`config.mk`:
```
export PLATFORM = sky130hd
export DESIGN_NAME = multicycle_sequencer
export DESIGN_NICKNAME = d
export VERILOG_FILES = /design/src/rtl/multicycle_sequencer.sv
export SDC_FILE = /design/constraint.sdc
export NUM_CORES = 1
export LEC_CHECK = 0
export ABC_AREA = 1
export CAP_MARGIN = 0
export CELL_PAD_IN_SITES_DETAIL_PLACEMENT = 1
export CELL_PAD_IN_SITES_GLOBAL_PLACEMENT = 1
export CORE_MARGIN = 8
export CORE_UTILIZATION = 32
export DETAILED_ROUTE_END_ITERATION = 8
export PLACE_DENSITY_LB_ADDON = 0.08
export SLEW_MARGIN = 20
export SYNTH_ARGS = -nofsm -noshare
export SYNTH_HDL_FRONTEND = slang
export SYNTH_SLANG_ARGS = --single-unit
export TNS_END_PERCENT = 50
```
`constraint.sdc`:
```
create_clock -name clk -period 1.7 [get_ports clk]
set_clock_uncertainty 0.1 [all_clocks]
set_input_delay 0.34 -clock clk [delete_from_list [all_inputs] [get_ports clk]]
set_output_delay 0.34 -clock clk [all_outputs]
set_load 0.1 [all_outputs]
```
`src/rtl/multicycle_sequencer.sv`:
```
// Multicycle control sequencer: steps each instruction through FETCH, DECODE,
// EXEC, MEM and WB. It drives the datapath control signals one phase at a time,
// waits on instruction/data memory ready handshakes, and counts retired
// instructions.
module multicycle_sequencer #(
    parameter int CNT_W = 32
) (
    input  logic             clk,
    input  logic             rst,
    input  logic [5:0]       opcode,
    input  logic             alu_zero,
    input  logic             alu_neg,
    input  logic             imem_ready,
    input  logic             dmem_ready,
    output logic             imem_req,
    output logic             ir_write,
    output logic             pc_write,
    output logic [1:0]       pc_src,
    output logic             dmem_rd,
    output logic             dmem_wr,
    output logic [1:0]       reg_write,
    output logic [1:0]       mem_to_reg,
    output logic [2:0]       alu_op,
    output logic             alu_src,
    output logic [2:0]       state,
    output logic             instr_done,
    output logic             illegal_op,
    output logic [CNT_W-1:0] retired_cnt
);

    typedef enum logic [2:0] {
        S_FETCH  = 3'd0,
        S_DECODE = 3'd1,
        S_EXEC   = 3'd2,
        S_MEM    = 3'd3,
        S_WB     = 3'd4
    } state_t;

    localparam logic [5:0] OP_R0  = 6'b000000;
    localparam logic [5:0] OP_R1  = 6'b000001;
    localparam logic [5:0] OP_R2  = 6'b000010;
    localparam logic [5:0] OP_BZ  = 6'b000011;
    localparam logic [5:0] OP_BN  = 6'b000100;
    localparam logic [5:0] OP_LD  = 6'b000101;
    localparam logic [5:0] OP_ST  = 6'b000110;
    localparam logic [5:0] OP_R7  = 6'b000111;
    localparam logic [5:0] OP_R8  = 6'b001000;
    localparam logic [5:0] OP_JAL = 6'b001001;

    state_t     state_q;
    state_t     state_d;
    logic [5:0] op_q;
    logic       retire;
    logic       br_taken;

    assign state = state_q;

    // State register and opcode latch; the opcode is captured only in DECODE.
    // NOTE: sequential state uses non-blocking assignments so every flop
    // samples pre-edge values regardless of process ordering.
    always_ff @(posedge clk or posedge rst) begin
        if (rst) begin
            state_q <= S_FETCH;
            op_q    <= '0;
        end else begin
            state_q <= state_d;
            if (state_q == S_DECODE) begin
                op_q <= opcode;
            end
        end
    end

    // Retired-instruction counter, wraps naturally at 2^CNT_W.
    always_ff @(posedge clk or posedge rst) begin
        if (rst) begin
            retired_cnt <= '0;
        end else if (retire) begin
            retired_cnt <= retired_cnt + CNT_W'(1);
        end
    end

    // Next-state and per-phase control outputs; everything held at 0 during reset.
    // NOTE: every signal written here gets a default first, so no path through
    // the case statements can leave one unassigned and infer a latch.
    always_comb begin
        state_d    = S_FETCH;
        imem_req   = 1'b0;
        ir_write   = 1'b0;
        pc_write   = 1'b0;
        pc_src     = 2'b00;
        dmem_rd    = 1'b0;
        dmem_wr    = 1'b0;
        reg_write  = 2'b00;
        mem_to_reg = 2'b00;
        alu_op     = 3'b000;
        alu_src    = 1'b0;
        illegal_op = 1'b0;
        retire     = 1'b0;
        br_taken   = 1'b0;

        if (!rst) begin
            case (state_q)
                S_FETCH: begin
                    imem_req = 1'b1;
                    if (imem_ready) begin
                        ir_write = 1'b1;
                        pc_write = 1'b1;
                        state_d  = S_DECODE;
                    end else begin
                        state_d = S_FETCH;
                    end
                end

                S_DECODE: begin
                    if (opcode > OP_JAL) begin
                        illegal_op = 1'b1;
                        state_d    = S_FETCH;
                    end else begin
                        state_d = S_EXEC;
                    end
                end

                S_EXEC: begin
                    case (op_q)
                        OP_R0: begin alu_op = 3'b001; alu_src = 1'b1; state_d = S_WB; end
                        OP_R1: begin alu_op = 3'b010; alu_src = 1'b1; state_d = S_WB; end
                        OP_R2: begin alu_op = 3'b011; alu_src = 1'b1; state_d = S_WB; end
                        OP_BZ, OP_BN: begin
                            alu_src  = 1'b1;
                            br_taken = (op_q == OP_BZ) ? alu_zero : alu_neg;
                            if (br_taken) begin
                                pc_write = 1'b1;
                                pc_src   = 2'b01;
                            end
                            retire = 1'b1;
                        end
                        OP_LD: begin alu_op = 3'b100; state_d = S_MEM; end
                        OP_ST: begin alu_op = 3'b101; state_d = S_MEM; end
                        OP_R7: begin alu_op = 3'b110; state_d = S_WB; end
                        OP_R8: begin alu_op = 3'b111; state_d = S_WB; end
                        OP_JAL: begin
                            alu_src  = 1'b1;
                            pc_write = 1'b1;
                            pc_src   = 2'b10;
                            state_d  = S_WB;
                        end
                        default: state_d = S_FETCH;
                    endcase
                end

                S_MEM: begin
                    case (op_q)
                        OP_LD: begin
                            dmem_rd = 1'b1;
                            state_d = dmem_ready ? S_WB : S_MEM;
                        end
                        OP_ST: begin
                            dmem_wr = 1'b1;
                            if (dmem_ready) begin
                                retire = 1'b1;
                            end else begin
                                state_d = S_MEM;
                            end
                        end
                        default: state_d = S_FETCH;
                    endcase
                end

                S_WB: begin
                    case (op_q)
                        OP_R0, OP_R1, OP_R2, OP_R7, OP_R8: reg_write = 2'b10;
                        OP_LD: begin
                            reg_write  = 2'b10;
                            mem_to_reg = 2'b01;
                        end
                        OP_JAL: begin
                            reg_write  = 2'b01;
                            mem_to_reg = 2'b10;
                        end
                        default: reg_write = 2'b00;
                    endcase
                    retire = 1'b1;
                end

                default: state_d = S_FETCH;
            endcase
        end
    end

    assign instr_done = retire;

endmodule

```
==> impl_metrics.yaml <==
yosys:
  synth.cell_area_um2: 2940
  yosys_warnings: 0
  avgSynthCellArea_um2: 6.30
  synth_seq_cells: 41
  seq_area_frac_synth: 0.348
  ys_types: 25
  synth_nets: 480
  synthCells: 467
grt:
  overflow: 0
  antenna_found_initial: 0
  grt_pass1_vias: 4085
  grt_start_max_net_pins: 26
  track_usage: 0.198
  grt_pass1_wl_um: 20100
clock_tree:
  clockBufferDepth: 2
  tritoncts: "yes"
  numCtsBuffers: 5
  hold_buffers: 0
  insertion_delay_ps: 300
  clk_pin_slew_ps: 90
  cts_sinks: 41
  cts_max_level: 2
  root_buffer: "clkbuf_8"
finish:
  antenna_cells: 0
  stdcell_count: 724
  layout_commonest_cell: "nand2_1"
  fin_nets: 625
  finalInstanceArea_um2: 5460
  final_cell_mix: "nand2_1, buf_4, buf_12"
  final_layout_size_suffix_gt1_frac: 0.403
  area_delta_synth_final_pct: 85.5
route:
  drc: 0
  dr.pass1.iters: 4
  routed_wl_um: 12700
  vias_per_cell: 5.03
  ant_nets: 0
  drt_iter0_drc: 64
  detail_route.wl_per_cell_um: 17.5
  vias: 3644
power_and_ir_drop:
  ir_worst_vdd_mv: 0.372
  clock_power_share: 0.315
  power_switching_share: 0.323
  total_power_uw: 2630
  leakagePower_uw: 0.00243
  seqPwrFrac: 0.402
  combPwrFrac: 0.283
  p_sw_uw: 848
  internal_power_uw: 1780
  power_density_nw_per_um2: 481
setup_path:
  cp.required_ps: 1260
  r2r-start: "op_q[0]"
  start_kind: "flip-flop"
  cp_max_fo: 3
  cp.arrival_ps: 1850
  crit_path_end_kind: "primary output"
  path_class: "flip-flop to primary output"
  crit_path_start: "op_q[3]"
placed_design:
  dp.cells: 705
  place_area_um2: 5000
  gp_congestion: 0.920
  io_buffer_count: 63
  hpwl_um: 9100
sta:
  rsz0062_at_grt: "yes"
  finalWorstSetupSlack_ps: -593
  fin_crit_ps: 2290
  clock.fmax_ghz: 0.436
  slew_violations: 0
  worstMarginPinSlew_ps: 311
  setup_viol_count_final: 50
  setup_tns_ps: -15850
  hold_slack_ps: 411
  max_slew_margin: 0.792
  post-route-period-util: 1.35
  hold_viol: 0
outcome:
  run_status: "finished with violations"
  violations: "negative setup slack"
die:
  die_x_um: 112
  dieArea_um2: 12500
  row_count: 35
  floorplan.initialDensity: 0.325
  core_area_um2: 9060
  io_pins: 64
  die_h_um: 112
hold_path:
  hold_class: "input pin to asynchronous set/reset pin"
job:
  drv_cap: 0
through the flow:
stage,util,setup WS [ps]
finish,0.602,-593
global route,0.602,-662
CTS,0.593,-487
detailed placement,0.552,-465
global placement,0.552,-429
floorplan,-,-553
timing repair:
item | in CTS | in global routing
endpoints found under the setup margin | 50 | 51
cloned | 3 | 0
pin swaps | 13 | 8
gates resized for setup | 45 | 17
buffers inserted | 5 | 3
kinds of logic (layout without fill, tap and decap cells):
logic type | Yosys count | count (layout) | synth area share
and+or+nand+nor | 354 | 354 | 0.513
adders and majority gates | 1 | 1 | 0.00425
buffers and inverters | 41 | 187 | 0.0680
AOI/OAI and AO/OA | 19 | 19 | 0.0340
xor gates and xnor gates | 11 | 11 | 0.0327
DFF | 41 | 41 | 0.348
sequential cells by signal, indices dropped and copies added (netlist names):
register / flops
retired_cnt: 32
op_q: 6
state: 3
worst paths after layout:
kind / cells past startpoint / end / slack (ps)
hold reg to reg: 2 / retired_cnt[3] / 470
hold / removal: 5 / retired_cnt[1] / 410
min in group clk: 2 / retired_cnt[3] / 470
setup / recovery: 8 / alu_op[0] / -590
max in group asynchronous: 7 / retired_cnt[8] / 530
setup reg to reg: 10 / retired_cnt[4] / -270
Yosys cell counts (all sizes together):
cell type | count | area (um2)
buf | 10 | 83.8
o21a | 1 | 7.51
nand3 | 31 | 168
o211ai | 1 | 7.51
o21ai | 11 | 55.1
nand4 | 3 | 25.0
nand2 | 221 | 857
xor2 | 3 | 26.3
a21oi | 6 | 30.0
nor3 | 8 | 40.0
ha | 1 | 12.5
dfrtp | 41 | 1030
xnor2 | 8 | 70.1
nor2 | 75 | 299
inv | 31 | 116
nand3b | 16 | 120
critical path: stages, from the launching register on:
cell        delay [ps]
dfrtp_1            430
inv_2              120
nand2_2             90
nor2_4             180
nand2_2            100
o211ai_1           170
nand2_1            160
clkinvlp_4         110
buf_12             170
layer usage:
metal	global-route usage	up-vias	routed length [um]	share of wire
li1	-	1754	-	-
met1	0.206	1781	4780	0.38
met2	0.375	76	6980	0.55
met3	0.0400	33	487	0.038
met4	0.0884	0	428	0.034
met5	0	-	0	0
power by group through the flow:
stage	Combinational (uW)	Clock [uW]	Sequential, uW
4_1_cts	656	850	1050
6_report	744	826	1060
3_5_place_dp	572	0	1060
5_1_grt	788	869	1060
2_1_floorplan	253	0	1090
3_3_place_gp	559	0	1060
area by class of cell:
| cell class | instances | area [um2] |
|---|---|---|
| Tap cell | 111 | 139 |
| Fill cell | 1078 | 3600 |
| Inverter | 31 | 125 |
| Clock buffer | 6 | 72.6 |
| Timing Repair Buffer | 148 | 1930 |
| Sequential cell | 41 | 1080 |
| Clock inverter | 2 | 38.8 |
| Multi-Input combinational cell | 385 | 2070 |
Note: power is estimated with default switching activity, not from simulation.
